## src/rtl/in_ports_pkg.sv

```systemverilog
// Shared widths for the byter CPU port banks (input and output side).
// Each external port is {strobe, data}; the strobe sits just above the data byte.
package in_ports_pkg;

  localparam int DATA_W     = 8;
  localparam int N_PORTS    = 16;
  localparam int ADDR_W     = 4;
  localparam int STROBE_BIT = DATA_W;
  localparam int PORT_W     = DATA_W + 1;

  typedef logic [DATA_W-1:0] data_t;
  typedef logic [PORT_W-1:0] port_t;
  typedef logic [ADDR_W-1:0] addr_t;

  function automatic logic strobe_of(input port_t p);
    return p[STROBE_BIT];
  endfunction

  function automatic data_t data_of(input port_t p);
    return p[DATA_W-1:0];
  endfunction

endpackage

```

## src/rtl/in_port_slot.sv

```systemverilog
// One input port: strobe edge detect, holding register, pending and overrun flags.
// A read of this slot consumes the byte; a same-cycle capture still lands.
module in_port_slot
  import in_ports_pkg::*;
(
  input  logic  clk,
  input  logic  reset,
  input  port_t i_port,
  input  logic  i_rd,
  output data_t o_hold,
  output logic  o_pend,
  output logic  o_ovr
);

  logic  r_strobe_prev;
  data_t r_hold;
  logic  r_pend;
  logic  r_ovr;
  logic  w_rise;

  // strobe_prev clears on reset, so a strobe held across release still captures once
  assign w_rise = strobe_of(i_port) & ~r_strobe_prev;

  // NOTE: sequential state uses non-blocking assignments so every slot and the
  // top-level output registers all sample the same pre-edge values.
  always_ff @(posedge clk or posedge reset) begin
    if (reset) begin
      r_strobe_prev <= 1'b0;
      r_hold        <= '0;
      r_pend        <= 1'b0;
      r_ovr         <= 1'b0;
    end else begin
      r_strobe_prev <= strobe_of(i_port);
      if (w_rise) begin
        r_hold <= data_of(i_port);
        r_pend <= 1'b1;
        // A concurrent read consumed the old byte, so nothing was overrun
        if (i_rd)
          r_ovr <= 1'b0;
        else if (r_pend)
          r_ovr <= 1'b1;
      end else if (i_rd) begin
        r_pend <= 1'b0;
        r_ovr  <= 1'b0;
      end
    end
  end

  assign o_hold = r_hold;
  assign o_pend = r_pend;
  assign o_ovr  = r_ovr;

endmodule

```

## src/rtl/in_ports.sv

```systemverilog
// Input-port bank: sixteen strobed capture slots plus a registered CPU read path.
// Read data appears one cycle after enable; the read clears the addressed slot.
module in_ports
  import in_ports_pkg::*;
(
  input  logic                 clk,
  input  logic                 reset,
  input  logic                 enable,
  input  logic [ADDR_W-1:0]    addr,
  input  logic [PORT_W-1:0]    in_00,
  input  logic [PORT_W-1:0]    in_01,
  input  logic [PORT_W-1:0]    in_02,
  input  logic [PORT_W-1:0]    in_03,
  input  logic [PORT_W-1:0]    in_04,
  input  logic [PORT_W-1:0]    in_05,
  input  logic [PORT_W-1:0]    in_06,
  input  logic [PORT_W-1:0]    in_07,
  input  logic [PORT_W-1:0]    in_08,
  input  logic [PORT_W-1:0]    in_09,
  input  logic [PORT_W-1:0]    in_10,
  input  logic [PORT_W-1:0]    in_11,
  input  logic [PORT_W-1:0]    in_12,
  input  logic [PORT_W-1:0]    in_13,
  input  logic [PORT_W-1:0]    in_14,
  input  logic [PORT_W-1:0]    in_15,
  output logic [PORT_W-1:0]    out_data,
  output logic                 out_valid,
  output logic                 out_ovr,
  output logic [N_PORTS-1:0]   pending
);

  port_t               w_in   [N_PORTS];
  data_t               w_hold [N_PORTS];
  logic  [N_PORTS-1:0] w_pend;
  logic  [N_PORTS-1:0] w_ovr;
  logic  [N_PORTS-1:0] w_rd;

  port_t r_out_data;
  logic  r_out_valid;
  logic  r_out_ovr;

  assign w_in[0]  = in_00;
  assign w_in[1]  = in_01;
  assign w_in[2]  = in_02;
  assign w_in[3]  = in_03;
  assign w_in[4]  = in_04;
  assign w_in[5]  = in_05;
  assign w_in[6]  = in_06;
  assign w_in[7]  = in_07;
  assign w_in[8]  = in_08;
  assign w_in[9]  = in_09;
  assign w_in[10] = in_10;
  assign w_in[11] = in_11;
  assign w_in[12] = in_12;
  assign w_in[13] = in_13;
  assign w_in[14] = in_14;
  assign w_in[15] = in_15;

  for (genvar g = 0; g < N_PORTS; g++) begin : g_slot
    assign w_rd[g] = enable && (addr == ADDR_W'(g));

    in_port_slot u_slot (
      .clk    (clk),
      .reset  (reset),
      .i_port (w_in[g]),
      .i_rd   (w_rd[g]),
      .o_hold (w_hold[g]),
      .o_pend (w_pend[g]),
      .o_ovr  (w_ovr[g])
    );
  end

  // Read path samples the pre-edge slot state, so a same-cycle capture is not visible
  always_ff @(posedge clk or posedge reset) begin
    if (reset) begin
      r_out_data  <= '0;
      r_out_valid <= 1'b0;
      r_out_ovr   <= 1'b0;
    end else begin
      r_out_valid <= enable;
      if (enable) begin
        r_out_data <= {w_pend[addr], w_hold[addr]};
        r_out_ovr  <= w_ovr[addr];
      end
    end
  end

  assign out_data  = r_out_data;
  assign out_valid = r_out_valid;
  assign out_ovr   = r_out_ovr;
  assign pending   = w_pend;

endmodule
```

## config.mk

```make
export PLATFORM = sky130hd
export DESIGN_NAME = in_ports
export DESIGN_NICKNAME = d
export VERILOG_FILES = /design/src/rtl/in_ports_pkg.sv /design/src/rtl/in_port_slot.sv /design/src/rtl/in_ports.sv
export SDC_FILE = /design/constraint.sdc
export NUM_CORES = 1
export LEC_CHECK = 0
export CORE_UTILIZATION = 50
export CTS_BUF_LIST = sky130_fd_sc_hd__clkbuf_16
export DETAILED_ROUTE_END_ITERATION = 10
export PLACE_DENSITY = 0.83
export SETUP_SLACK_MARGIN = 0.3
export SLEW_MARGIN = 0
export SYNTH_ARGS = -nofsm -noshare
export SYNTH_HDL_FRONTEND = slang
export SYNTH_HIERARCHICAL = 1
export SYNTH_SLANG_ARGS = --single-unit
```

## constraint.sdc

```tcl
create_clock -name clk -period 2.3 [get_ports clk]
set_input_delay 0.345 -clock clk [delete_from_list [all_inputs] [get_ports clk]]
set_output_delay 0.345 -clock clk [all_outputs]
set_load 0.01 [all_outputs]
```

==> impl_metrics.yaml <==
run_status:
  status: "completed"
placed_design:
  place.gp.congestion: 0.910
  place_hpwl_um: 18100
  dp_cells: 981
  port_buffers: 177
  pre_cts_ws_ns: 0.173
  place_area_um2: 11000
yosys:
  synth_nets: 752
  ys_ff_latch: 187
  async_flop_share_pct: 100
  synth_cell_types: 32
  synth-edff-count: 0
  synthesis.area_um2: 9150
  seq_area_frac_synth_pct: 51.2
  netlist_instances: 601
  synth_common_cells: "dfrtp_1, mux2_4, inv_1, nand2_1, mux2i_1"
  ys_warn_count: 6
  yosysTopAreaCellShare_pct: 51.2
  syn_area_per_cell_um2: 15.2
  yosysTopAreaCell: "dfrtp_1"
  synthFlopType: "dfrtp_1"
  synth.most_common_cell: "dfrtp_1"
  synthTopCellsByArea: "dfrtp_1, mux2_4, mux4_1"
routing:
  wl_met2_um: 11500
  highest_layer: "met4"
  met1Wirelength_um: 9740
  viasPerCell: 5.61
  wl_met3_um: 1450
  ant_nets: 0
  firstDrtPassIters: 4
  drt_iter0_drc: 304
  vias: 5682
  drc_errors: 0
  wirelength_um: 23500
  wl_per_cell_um: 23.2
timing:
  finalCriticalPeriod_ns: 1.79
  finalSetupViolCount: 0
  fin_ws_ns: 0.512
  finalHoldViolCount: 0
  finClkSkew_ns: 0.0112
  tightest_slew_ns: 0.541
  rsz0062_at_grt: "false"
  slew_viol_final: 0
  whs_ns: 0.413
  slew_headroom_pct: 63.8
  tns_ns: 0
  post-route-period-util_pct: 77.7
  fmax_mhz: 559
setup_path:
  crit_start: "g_slot[12].u_slot/o_pend"
  critical_path_arrival_ns: 1.44
  path_cells: "clkdlybuf4s50_1"
  worst-path-max-fanout: 3
  crit_type: "register to output pin"
  crit_buf_inv: 1
  timing.rr.start: "g_slot[5].u_slot/o_hold[4]"
  critPathCapture: "pending[12]"
  reg2regPathDepth: 3
  r2r_end: "out_data[4]"
  end_kind: "output pin"
  rrSetupSlack_ns: 0.80
  crit_cells: 1
  crit_path_max_incr_delay_ns: 0.57
  start_kind: "register"
  critPathRequiredTime_ns: 1.96
  critPathSlowestCell: "clkdlybuf4s50_1"
  critPathTopFamily: "buffers and inverters"
die:
  core_region_area_um2: 18000
  ioPinCount: 178
  die_area_um2: 18800
  initial_core_util_pct: 50.9
  die_x_um: 137
  die_y_um: 137
  num_rows: 49
power_and_ir_drop:
  leakage_nw: 5.15
  power_mw: 8.58
  powerDensity_nw_per_um2: 743
  ir_drop_v: 0.000517
global_route:
  grt_max_degree: 38
  antenna_found_initial: 0
  grt_usage_pct: 26.6
  grt_pass1_wl_um: 35800
  grt_pass1_vias: 6190
  grt_overflow: 0
clock_tree:
  cts_buffers: 17
  post_cts_buffers: 0
  numClockSinks: 187
  cts_tree: "built"
  cts_resized: 0
  cts.reportedPaths.clkPinSlew_ns: 0.07
  h-tree-depth: 4
  insertion_delay_ns: 0.44
  cts_buffer_depth: 2
  hold_buffers: 0
  root_buffer: "clkbuf_16"
final_layout:
  layout-drive-gt1-share_pct: 27.6
  fin_cells: 1013
  fin_nets: 922
  area_growth_syn_to_layout_pct: 26.2
  finalInstanceArea_um2: 11500
  fill_cells: 1233
  antenna_cells: 0
  postLayoutCoreUtil_pct: 64.3
worst_hold_path:
  hp-start: "in_13[8]"
  hold_path.class: "input pin to register"
  hold_depth: 1
job:
  cap_violations: 0
==> layout by cell type (no fill, tap or decap), types with 2 or more instances in the layout <==
master	n
nand3b_1	2
dfrtp_1	187
mux2i_1	26
buf_12	3
mux4_2	13
mux4_1	15
inv_1	35
o32ai_1	2
nand2b_1	19
o221a_1	8
mux2_4	128
buf_4	8
or2b_2	16
a31oi_1	10
clkinvlp_4	5
clkbuf_16	17
o22ai_1	18
inv_6	3
nor2b_4	16
nor3_1	4
o311ai_0	2
nand2_1	27
clkdlybuf4s50_1	176
clkinv_1	2
bufinv_16	2
a32oi_1	8
nor2_1	24
==> report_power, final <==
part	internal, mW	switching [mW]	leakage, nW
sequential	3.71	0.349	2.11
clock	1.60	1.29	0.269
combinational	1.05	0.585	2.77
==> worst min-delay path by stage <==
stage                                            to  slack [ns]
finish              g_slot[13].u_slot/r_strobe_prev        0.41
global route         g_slot[9].u_slot/r_strobe_prev        0.40
CTS                  g_slot[9].u_slot/r_strobe_prev        0.39
detailed placement       g_slot[3].u_slot/o_hold[0]        0.49
global placement         g_slot[3].u_slot/o_hold[7]        0.49
floorplan                g_slot[0].u_slot/o_hold[0]        0.20
==> kinds of logic (layout without fill, tap and decap cells) <==
logic type | after synthesis | after routing | share of synthesized area (%)
AND/OR/NAND/NOR | 113 | 113 | 8.18
AO/OA/AOI/OAI | 48 | 48 | 4.05
buffers and inverters | 71 | 254 | 5.23
multiplexers | 182 | 182 | 31.4
flip-flops | 187 | 187 | 51.2
==> routing by layer <==
metal | vias up | global-route usage, %
met5 | - | 0
met4 | 0 | 11.3
met3 | 51 | 6.03
met2 | 240 | 43.6
met1 | 2898 | 33.9
li1 | 2493 | -
==> flip-flops by register name, summed over array words and instances, names as in the netlist <==
| name | count |
|---|---|
| g_slot.u_slot/o_hold | 128 |
| g_slot.u_slot/o_ovr | 16 |
| g_slot.u_slot/o_pend | 16 |
| g_slot.u_slot/r_strobe_prev | 16 |
| out_data | 9 |
| out_ovr | 1 |
| out_valid | 1 |
==> final cells by class <==
class                   instances  area, µm²  area share [%]
flip-flops and latches        187       4680            40.5
multi-input cells             343       3990            34.5
repair buffers                188       1890            16.3
clock buffers                  17        425            3.69
well taps                     229        287            2.48
clock inverters                15        149            1.29
inverters                      34        128            1.11
Power figures use the tool's default switching activity.
